$ cat config.mk
export PLATFORM = sky130hd
export DESIGN_NAME = shared_queue_arbiter_flat
export DESIGN_NICKNAME = d
export VERILOG_FILES = /design/src/rtl/shared_queue_arbiter_pkg.sv /design/src/rtl/shared_queue_arbiter_if.sv /design/src/rtl/shared_queue_arbiter_capqueue.sv /design/src/rtl/shared_queue_arbiter.sv /design/src/flat_wrapper.sv
export SDC_FILE = /design/constraint.sdc
export NUM_CORES = 1
export LEC_CHECK = 0
export BUFFER_PORTS_ARGS = -buffer_cell sky130_fd_sc_hd__buf_2
export CORE_ASPECT_RATIO = 0.5
export CORE_MARGIN = 2
export CORE_UTILIZATION = 59
export CTS_BUF_LIST = sky130_fd_sc_hd__clkbuf_16
export DETAILED_ROUTE_END_ITERATION = 10
export PLACE_DENSITY_LB_ADDON = 0.2
export RECOVER_POWER = 100
export SLEW_MARGIN = 20
export SYNTH_ARGS = -nofsm -noshare
export SYNTH_HDL_FRONTEND = slang
export SYNTH_SLANG_ARGS = --single-unit
$ cat constraint.sdc
create_clock -name clk -period 8.9 [get_ports clk]
set_clock_uncertainty 0.1 [all_clocks]
set_input_delay 1.78 -clock clk [delete_from_list [all_inputs] [get_ports clk]]
set_output_delay 1.78 -clock clk [all_outputs]
set_load 0.01 [all_outputs]
$ cat src/rtl/shared_queue_arbiter_pkg.sv
// Shared helpers for the shared_queue_arbiter slice.
//   clog2 : ceiling log2, minimum result 1, for sizing pointers, tags and counters.
package shared_queue_arbiter_pkg;

    function automatic int unsigned clog2(input int unsigned v);
        int unsigned r;
        r = 0;
        while ((64'd1 << r) < 64'(v)) r++;
        return (r == 0) ? 1 : r;
    endfunction

endpackage

$ cat src/rtl/shared_queue_arbiter_if.sv
// Producer/consumer bus of the shared queue arbiter.
//   req       : per-requester payload valid        (master -> slave)
//   req_data  : payload i at [i*WIDTH +: WIDTH]     (master -> slave)
//   gnt       : one-hot accept of a payload         (slave -> master)
//   out_valid : queue head valid                    (slave -> master)
//   out_data  : head payload                        (slave -> master)
//   out_src   : head source tag                     (slave -> master)
//   out_deq   : consumer pops the head              (master -> slave)
//   capacity  : free queue entries                  (slave -> master)
interface shared_queue_arbiter_if
    import shared_queue_arbiter_pkg::*;
#(
    parameter int unsigned N     = 4,
    parameter int unsigned WIDTH = 8,
    parameter int unsigned DEPTH = 4
);
    localparam int unsigned TAG_W = clog2(N);
    localparam int unsigned CAP_W = clog2(DEPTH + 1);

    logic [N-1:0]       req;
    logic [N*WIDTH-1:0] req_data;
    logic [N-1:0]       gnt;
    logic               out_valid;
    logic [WIDTH-1:0]   out_data;
    logic [TAG_W-1:0]   out_src;
    logic               out_deq;
    logic [CAP_W-1:0]   capacity;

    modport master (
        output req, req_data, out_deq,
        input  gnt, out_valid, out_data, out_src, capacity
    );

    modport slave (
        input  req, req_data, out_deq,
        output gnt, out_valid, out_data, out_src, capacity
    );
endinterface

$ cat src/rtl/shared_queue_arbiter_capqueue.sv
// CapQueue: circular FIFO that reports its free-entry count.
//   clk_i, rst_i : clock, synchronous active-high flush
//   enq_i        : push enq_data_i (ignored when full)
//   deq_i        : pop head (ignored when empty)
//   deq_data_o   : head entry
//   empty_o      : no entries stored
//   capacity_o   : free entries, DEPTH when empty
module CapQueue
    import shared_queue_arbiter_pkg::*;
#(
    parameter int unsigned WIDTH = 8,
    parameter int unsigned DEPTH = 4
) (
    input  logic                        clk_i,
    input  logic                        rst_i,
    input  logic                        enq_i,
    input  logic [WIDTH-1:0]            enq_data_i,
    input  logic                        deq_i,
    output logic [WIDTH-1:0]            deq_data_o,
    output logic                        empty_o,
    output logic [clog2(DEPTH+1)-1:0]   capacity_o
);
    localparam int unsigned PTR_W = clog2(DEPTH);
    localparam int unsigned CAP_W = clog2(DEPTH + 1);

    logic [WIDTH-1:0] mem_q [DEPTH];
    logic [PTR_W-1:0] wr_q, wr_d, rd_q, rd_d;
    logic [CAP_W-1:0] cnt_q, cnt_d;
    logic             do_enq, do_deq;

    assign do_enq     = enq_i && (cnt_q != CAP_W'(DEPTH));
    assign do_deq     = deq_i && (cnt_q != '0);
    assign deq_data_o = mem_q[rd_q];
    assign empty_o    = (cnt_q == '0);
    assign capacity_o = CAP_W'(DEPTH) - cnt_q;

    always_comb begin
        wr_d  = wr_q;
        rd_d  = rd_q;
        cnt_d = cnt_q;
        if (do_enq) wr_d = (wr_q == PTR_W'(DEPTH - 1)) ? '0 : wr_q + 1'b1;
        if (do_deq) rd_d = (rd_q == PTR_W'(DEPTH - 1)) ? '0 : rd_q + 1'b1;
        if (do_enq && !do_deq) cnt_d = cnt_q + 1'b1;
        else if (do_deq && !do_enq) cnt_d = cnt_q - 1'b1;
    end

    always_ff @(posedge clk_i) begin
        if (rst_i) begin
            wr_q  <= '0;
            rd_q  <= '0;
            cnt_q <= '0;
        end else begin
            wr_q  <= wr_d;
            rd_q  <= rd_d;
            cnt_q <= cnt_d;
        end
    end

    // Storage needs no reset: the flushed pointers make stale words unreachable.
    always_ff @(posedge clk_i) begin
        if (do_enq) mem_q[wr_q] <= enq_data_i;
    end
endmodule

$ cat src/rtl/shared_queue_arbiter.sv
// shared_queue_arbiter: round-robin sharing of one CapQueue among N producers,
// with a per-source occupancy quota; the consumer sees payload plus source tag.
//   clk   : clock
//   reset : synchronous, active-low
//   bus   : slave side of shared_queue_arbiter_if (req/req_data/gnt producer
//           handshake, out_valid/out_data/out_src/out_deq consumer, capacity)
module shared_queue_arbiter
    import shared_queue_arbiter_pkg::*;
#(
    parameter int unsigned N     = 4,
    parameter int unsigned WIDTH = 8,
    parameter int unsigned DEPTH = 4,
    parameter int unsigned QUOTA = 2
) (
    input  logic                   clk,
    input  logic                   reset,
    shared_queue_arbiter_if.slave  bus
);
    localparam int unsigned TAG_W = clog2(N);
    localparam int unsigned CAP_W = clog2(DEPTH + 1);
    localparam int unsigned OCC_W = clog2(QUOTA + 1);

    typedef struct packed {
        logic [TAG_W-1:0] src;
        logic [WIDTH-1:0] data;
    } entry_t;

    logic [TAG_W-1:0] rr_ptr_q, rr_ptr_d;
    logic [OCC_W-1:0] occ_q [N];
    logic [OCC_W-1:0] occ_d [N];
    logic [N-1:0]     elig, gnt, occ_inc, occ_dec;
    logic             grant_any;
    logic [TAG_W-1:0] grant_idx;
    logic             deq_fire, q_empty;
    logic [CAP_W-1:0] q_cap;
    entry_t           enq_entry, head_entry;
    int unsigned      occ_sum;

    always_comb begin
        elig = '0;
        for (int unsigned i = 0; i < N; i++)
            elig[i] = bus.req[i] && (occ_q[i] < OCC_W'(QUOTA));
    end

    // First eligible index from rr_ptr upward, wrapping; gated off while full
    // (even with a same-cycle pop) and while reset is asserted.
    always_comb begin
        int unsigned j;
        j         = 0;
        grant_any = 1'b0;
        grant_idx = '0;
        gnt       = '0;
        if (reset && (q_cap != '0)) begin
            for (int unsigned off = 0; off < N; off++) begin
                j = int'(rr_ptr_q) + off;
                if (j >= N) j = j - N;
                if (!grant_any && elig[TAG_W'(j)]) begin
                    grant_any = 1'b1;
                    grant_idx = TAG_W'(j);
                end
            end
        end
        if (grant_any) gnt[grant_idx] = 1'b1;
    end

    assign enq_entry = '{src: grant_idx, data: bus.req_data[int'(grant_idx)*WIDTH +: WIDTH]};
    assign deq_fire  = bus.out_deq && !q_empty;

    CapQueue #(
        .WIDTH ($bits(entry_t)),
        .DEPTH (DEPTH)
    ) u_queue (
        .clk_i      (clk),
        .rst_i      (!reset),
        .enq_i      (grant_any),
        .enq_data_i (enq_entry),
        .deq_i      (deq_fire),
        .deq_data_o (head_entry),
        .empty_o    (q_empty),
        .capacity_o (q_cap)
    );

    assign bus.gnt       = gnt;
    assign bus.out_valid = !q_empty;
    assign bus.out_data  = head_entry.data;
    assign bus.out_src   = head_entry.src;
    assign bus.capacity  = q_cap;

    always_comb begin
        rr_ptr_d = rr_ptr_q;
        if (grant_any) rr_ptr_d = (grant_idx == TAG_W'(N - 1)) ? '0 : grant_idx + 1'b1;
        occ_inc = '0;
        occ_dec = '0;
        for (int unsigned i = 0; i < N; i++) begin
            occ_inc[i] = gnt[i];
            occ_dec[i] = deq_fire && (head_entry.src == TAG_W'(i));
            occ_d[i]   = occ_q[i];
            if (occ_inc[i] && !occ_dec[i])      occ_d[i] = occ_q[i] + 1'b1;
            else if (occ_dec[i] && !occ_inc[i]) occ_d[i] = occ_q[i] - 1'b1;
        end
    end

    always_ff @(posedge clk) begin
        if (!reset) begin
            rr_ptr_q <= '0;
            for (int unsigned i = 0; i < N; i++) occ_q[i] <= '0;
        end else begin
            rr_ptr_q <= rr_ptr_d;
            for (int unsigned i = 0; i < N; i++) occ_q[i] <= occ_d[i];
        end
    end

    always_comb begin
        occ_sum = 0;
        for (int unsigned i = 0; i < N; i++) occ_sum = occ_sum + int'(occ_q[i]);
    end

    a_gnt_onehot: assert property (@(posedge clk) $onehot0(gnt));
    a_gnt_reset:  assert property (@(posedge clk) !reset |-> (gnt == '0));
    a_occ_sum:    assert property (@(posedge clk) disable iff (!reset)
                                   (occ_sum + int'(q_cap)) == DEPTH);
    a_src_range:  assert property (@(posedge clk) disable iff (!reset)
                                   !q_empty |-> (int'(head_entry.src) < N));

    always_ff @(posedge clk) begin
        if (reset) begin
            for (int unsigned i = 0; i < N; i++) begin
                a_occ_max:   assert (occ_q[i] <= OCC_W'(QUOTA));
                a_occ_over:  assert (!(occ_inc[i] && !occ_dec[i] && occ_q[i] == OCC_W'(QUOTA)));
                a_occ_under: assert (!(occ_dec[i] && !occ_inc[i] && occ_q[i] == '0));
            end
        end
    end
endmodule
$ cat src/flat_wrapper.sv
// flat-port wrapper written by rule: the top's interface ports become plain ports
module shared_queue_arbiter_flat import shared_queue_arbiter_pkg::*;
#(
    parameter int unsigned N     = 4,
    parameter int unsigned WIDTH = 8,
    parameter int unsigned DEPTH = 4,
    parameter int unsigned QUOTA = 2
)
  (clk, reset, bus_req, bus_req_data, bus_out_deq, bus_gnt, bus_out_valid, bus_out_data, bus_out_src, bus_capacity);
  shared_queue_arbiter_if #(.N(N), .WIDTH(WIDTH), .DEPTH(DEPTH)) bus_i ();
  input  logic clk;
  input  logic reset;
  input wire logic [$bits(bus_i.req)-1:0] bus_req;
  input wire logic [$bits(bus_i.req_data)-1:0] bus_req_data;
  input wire logic [$bits(bus_i.out_deq)-1:0] bus_out_deq;
  output wire logic [$bits(bus_i.gnt)-1:0] bus_gnt;
  output wire logic [$bits(bus_i.out_valid)-1:0] bus_out_valid;
  output wire logic [$bits(bus_i.out_data)-1:0] bus_out_data;
  output wire logic [$bits(bus_i.out_src)-1:0] bus_out_src;
  output wire logic [$bits(bus_i.capacity)-1:0] bus_capacity;
  assign bus_i.req = bus_req;
  assign bus_i.req_data = bus_req_data;
  assign bus_i.out_deq = bus_out_deq;
  assign bus_gnt = bus_i.gnt;
  assign bus_out_valid = bus_i.out_valid;
  assign bus_out_data = bus_i.out_data;
  assign bus_out_src = bus_i.out_src;
  assign bus_capacity = bus_i.capacity;
  shared_queue_arbiter #(.N(N), .WIDTH(WIDTH), .DEPTH(DEPTH), .QUOTA(QUOTA)) u_core (.clk(clk), .reset(reset), .bus(bus_i));
endmodule
# After elaboration in Yosys (flattened, before gate mapping)
# Memory sizes are Yosys's and may differ from the RTL's. A register that Yosys moved wholly into a read port is not among the register bits.
# Index checks and enable logic that the tools add are counted.
# classes
reduce_logical	45
div_mod_pow	0
eq_ne	7
n_addsub	21
n_bitwise	4
muxes	55
n_mul	0
shifts	1
magnitude_cmp	14
# op_table
operator	n
$mux W2	30
$shiftx A32 B6 Y8	1
$logic_and A1 B1 Y1	26
$mux W1	17
$sub A2 B1 Y2 const B	8
$lt A2 B3 Y1 const B	5
$add A2 B1 Y2 const B	7
$logic_not A1 Y1	14
$eq A2 B2 Y1 const B	5
$ge A3 B3 Y1 const B	3
$bmux W1 S2	4
$lt A2 B2 Y1 const B	4
$add A2 B2 Y3 const B	2
$mux W3	2
$reduce_bool A3 Y1	2
$mux W4	1
$or A1 B1 Y1	4
$add A2 B1 Y3 const B	1
$add A3 B1 Y3 const B	1
$ge A2 B3 Y1 const B	1
$logic_not A3 Y1	1
$ne A3 B3 Y1 const B	1
$sub A3 B1 Y3 const B	1
$sub A3 B3 Y3 const A	1
other kinds (5)	5
# totals
register_bits	9
input_bits	39
romBits	0
elab_cells	153
mem_bits_rw	48
mem_count	2
latchBits	0
# memory_table
name	words	width	read_ports	rd_clocked_by_memory_dff	write_ports	line	source
u_core.u_queue.mem_q	4	10	1	1	1	shared_queue_arbiter_capqueue.sv:26	logic [WIDTH-1:0] mem_q [DEPTH];
u_core.occ_q	4	2	4	0	4	shared_queue_arbiter.sv:29	logic [OCC_W-1:0] occ_q [N];

# Depth between registers and ports, before layout
# logic_depth
word_depth	30
mapped_depth	14

# Modules after synthesis
# From an unflattened synthesis, not the netlist that was laid out.
# hier_totals
cells_unflattened	202
area_unflattened_um2	2885.3
# by_module_without_submodules
mod	area_each_um2	cells_per_inst	n_inst
CapQueue	1949.4	105	1
shared_queue_arbiter	935.9	97	1

# Least setup slack after synthesis
# Ideal clock, no wire load.
# synth_path
path_type	input -> output
start	input bus_req[1]
end	output bus_gnt[0]
path_stages	8
required_ps	7020
arrival_ps	3362
path_slack_ps	3658
n_path_buf	1
cell_sequence	or2b_2 a22o_2 a211oi_1 and2_1 buf_2 inv_1 ha_1 and2_1
# synth_rtl
element	line	source
start, declared	flat_wrapper.sv:13	input wire logic [$bits(bus_i.req)-1:0] bus_req;
end, declared	flat_wrapper.sv:16	output wire logic [$bits(bus_i.gnt)-1:0] bus_gnt;

# Worst setup path after layout
# layout_path
start	input bus_req[0]
end	output bus_gnt[3]
# layout_via
elab_chain_cells	22
# layout_rtl
element	line	source
$logic_and A1 B1 Y1 *	shared_queue_arbiter.sv:42	elig[i] = bus.req[i] && (occ_q[i] < OCC_W'(QUOTA));
$bmux W1 S2	shared_queue_arbiter.sv:57	if (!grant_any && elig[TAG_W'(j)]) begin
$mux W1 (implied by the code)	shared_queue_arbiter.sv:57	
$mux W1	shared_queue_arbiter.sv:57	
$mux W1	shared_queue_arbiter.sv:53	if (reset && (q_cap != '0)) begin
$logic_not A1 Y1	shared_queue_arbiter.sv:57	
$logic_and A1 B1 Y1	shared_queue_arbiter.sv:57	
$mux W1	shared_queue_arbiter.sv:57	
(+6 left out)	--	
$logic_and A1 B1 Y1	shared_queue_arbiter.sv:57	
$mux W2	shared_queue_arbiter.sv:57	
$mux W2	shared_queue_arbiter.sv:53	
$lt A2 B3 Y1 (implied by the code) / $ge A2 B1 Y1 (equally long branches)	shared_queue_arbiter.sv:63	if (grant_any) gnt[grant_idx] = 1'b1;
$logic_and A1 B1 Y1 (implied by the code)	shared_queue_arbiter.sv:63	
$mux W1 (implied by the code)	shared_queue_arbiter.sv:63	
$demux W1 S2	--	
$mux W4 *	shared_queue_arbiter.sv:63	
# Every way passes the cells marked *; elsewhere a longest branch is shown, timed or not. The select of a mux whose other input is x is not followed.

==> summary.txt <==
Global routing
  • Largest net degree at the start of global routing: 19
  • Global-route wire length before repair: 8.21 mm
  • Vias in the first global route: 1754
  • Grt total ovfl: 0
  • Global Route Usage Sum: 0.211
  • Initial antenna violation count: 0

Synth
  • Mapped Avg Cell Area: 14.4 µm²
  • Ys async rst share: 0
  • List of most frequent post-synthesis cells: edfxtp_1 (40), dfxtp_1 (19), ha_1 (18), mux4_2 (18), and2_1 (14)
  • Synth Flop Type: edfxtp_1
  • Post-Syn Nets: 260
  • Synth warn: 0
  • Top cell type's share of synthesized area: 0.412
  • Synthesized flop and latch total: 59
  • Post-synthesis sequential area ratio: 0.543
  • Post-Syn Instances: 202
  • Area contributors post-synth: edfxtp_1 (41%), mux4_2 (14%), dfxtp_1 (13%)
  • Most frequent cell after synthesis: edfxtp_1
  • Number of synthesized flops with an enable pin: 40
  • Area leader, netlist: edfxtp_1
  • Post-Syn Area: 2910 µm²
  • Count of cell types in the netlist: 37

Worst setup path
  • Crit-path max FO: 13
  • RR Endpoint: u_core.occ_q[0][1]$_SDFFE_PN0P_
  • Worst r2r path cells: 12
  • Critical path's top delay family: simple AND/OR/NAND/NOR gates
  • Crit path capture type: primary output
  • Critical Path Max Stage Delay: approximately 0.76 ns
  • Worst R2R Start: u_core.u_queue.cnt_q[0]$_SDFFE_PN0P_
  • Crit path launch type: primary input
  • Worst Path Required: 7.02 ns
  • R2r setup slk: 4.81 ns
  • Critical Path Most Common Cell: clkbuf_1
  • Critical Path, Cell by Cell: clkbuf_1 -> or3b_1 -> o22ai_1 -> a222oi_1 -> nor4_1 -> clkbuf_1 -> ha_1 -> and2_0 -> clkbuf_1
  • Worst path bufs/invs: 3
  • Slowest CP cell: clkbuf_1
  • Critical path arrival: 4.48 ns
  • Kind of critical path: in -> out

Worst hold path
  • Worst hold stages: 2
  • Worst hold start: u_core.u_queue.rd_q[1]$_SDFFE_PN0P_
  • Worst Hold End: u_core.u_queue.rd_q[1]$_SDFFE_PN0P_
  • Class of the worst hold path: reg -> reg

Final layout
  • Share of layout cells above drive strength 1: 0.269
  • Fin nets: 321
  • Fill cell count: 347
  • N_diodes: 0
  • Synth-to-layout area growth: 19.8%

STA
  • Highest Clock Rate: approximately 160 MHz
  • Final period util: 0.715
  • Fin crit period: 6.36 ns
  • TNS Setup: 0 ns
  • Slew @ Worst Pin: 1.03 ns
  • Slew Limit Fails: 0
  • Slew HR: 0.314
  • Worst Slack Setup Final: 2.54 ns
  • Unrepaired setup endpoints after global routing: no
  • Final Hold Fails: 0
  • Final setup fails: 0

Die
  • Row Count: 18
  • Boundary Pins: 57
  • Width of the die: 103 µm
  • Chip height: between 50 and 60 µm
  • Initial core utilization: 0.602
  • Die ar.: 5550 µm²
  • Core box area: between 4000 and 5000 µm²

CTS
  • # hold bufs at CTS: 0
  • Worst-path clk slew: roughly 0.050 ns
  • CTS tree: yes
  • Number of CTS-inserted buffers: 9
  • H-tree Lvls: 3
  • Post-CTS Setup Bufs: 0
  • Root Buffer: clkbuf_16
  • Sink Count: 59
  • Post-cts sizing count: 0
  • Bufs on Longest Clock Path: 2
  • Worst skew pair latency: 0.32 ns

Drt
  • DRC errors left: 0
  • Via Count: 1810
  • Number of DRC markers in iteration 0: just over 70
  • Routed Antenna Nets: 0
  • Drt first pass iters: 4
  • Via density: 5.36
  • Routed wire per std cell: 15.8 µm
  • Final WL: 5.33 mm

Placed design
  • PortBufs: 56
  • Placement Setup Slack: a little over 3 ns
  • Routability cong.: between 0.8 and 0.9
  • HPWL after detailed placement: 3.65 mm

Run status
  • Status: finished, final reports clean

Power
  • Tot Pwr: 1.15 mW
  • Power Density: approximately 330 nW/µm²
  • Static leakage: around 1.3 nW
  • VDD IR max: ~0.20 mV

Run
  • Max-Cap Viols: 0
-- state kept, by name, indices dropped and copies added, names as in the netlist, named ones only --
name and flops:
u_core.u_queue.mem_q 40, u_core.occ_q 8, u_core.u_queue.cnt_q 3, u_core.rr_ptr_q 2, u_core.u_queue.rd_q 2, u_core.u_queue.wr_q 2
-- worst max-delay path by stage --
stage | from | to | slack [ns] | cells past startpoint
2_1_floorplan | bus_req[1] | bus_gnt[0] | 3.66 | 8
3_3_place_gp | bus_req[1] | bus_gnt[2] | 3.09 | 9
3_5_place_dp | bus_req[1] | bus_gnt[0] | 3.03 | 9
4_1_cts | bus_req[1] | bus_gnt[0] | 3.03 | 9
5_1_grt | bus_req[0] | bus_gnt[3] | 2.24 | 9
6_report | bus_req[0] | bus_gnt[3] | 2.54 | 9
-- layout by cell type (no fill, tap or decap), drive strengths merged, types with 3 or more instances in the layout --
master	Yosys	final
a21boi	6	6
a21oi	4	4
and2	14	14
buf	6	37
clkbuf	1	29
clkinv	0	3
dfxtp	19	19
edfxtp	40	40
ha	18	18
inv	13	14
mux2i	4	4
mux4	18	18
nand2	6	6
nand2b	3	3
nor2b	7	7
o21ai	7	7
or3	6	6
xnor2	5	5
xor2	5	5
-- area by class of cell --
type	count	area, µm²	area share
clock buffers	9	225	0.0645
flip-flops and latches	59	1580	0.453
inverters	13	48.8	0.0140
well taps	70	87.6	0.0251
repair buffers	57	260	0.0746
clock inverters	7	67.6	0.0194
multi-input cells	123	1220	0.349
-- worst register-to-register path, delay by kind of cell, from the launching register on --
family	cells	cell delay [ns]
AOI/OAI and AO/OA	2	0.71
adders and majority gates	4	1.00
buffers and inverters	2	0.23
DFF	1	0.41
and+or+nand+nor	4	1.56
-- through the flow --
stage	util	std cells	hold slack (ns)	cell area [µm²]
after global placement	0.672	322	0.396	3260
after floorplan	-	202	0.367	2910
after global routing	0.721	338	0.461	3490
final	0.721	338	0.411	3490
after detailed placement	0.672	322	0.408	3260
after CTS	0.733	338	0.415	3550
-- report_power, final --
group          internal (mW)  total (mW)  switching, mW
registers              0.381       0.427         0.0462
logic                  0.179       0.389          0.210
clock network          0.215       0.334          0.119
-- logic make-up (layout without fill, tap and decap cells) --
| kind of cell | after synthesis | after routing | share of synthesized area |
|---|---|---|---|
| xor+xnor | 10 | 10 | 0.0301 |
| simple gates | 50 | 50 | 0.105 |
| flops | 59 | 59 | 0.543 |
| mux | 22 | 22 | 0.153 |
| compound gates | 22 | 22 | 0.0537 |
| fa+ha+maj | 19 | 19 | 0.0842 |
| buf+inv | 20 | 86 | 0.0309 |
-- routing by layer --
metal	track usage	vias to the layer above	share of wire
met5	0	-	0
met4	0.0702	0	0.0026
met3	0.0883	2	0.074
met2	0.346	60	0.47
met1	0.259	874	0.45
li1	-	874	-
Note: power is estimated with default switching activity, not from simulation.
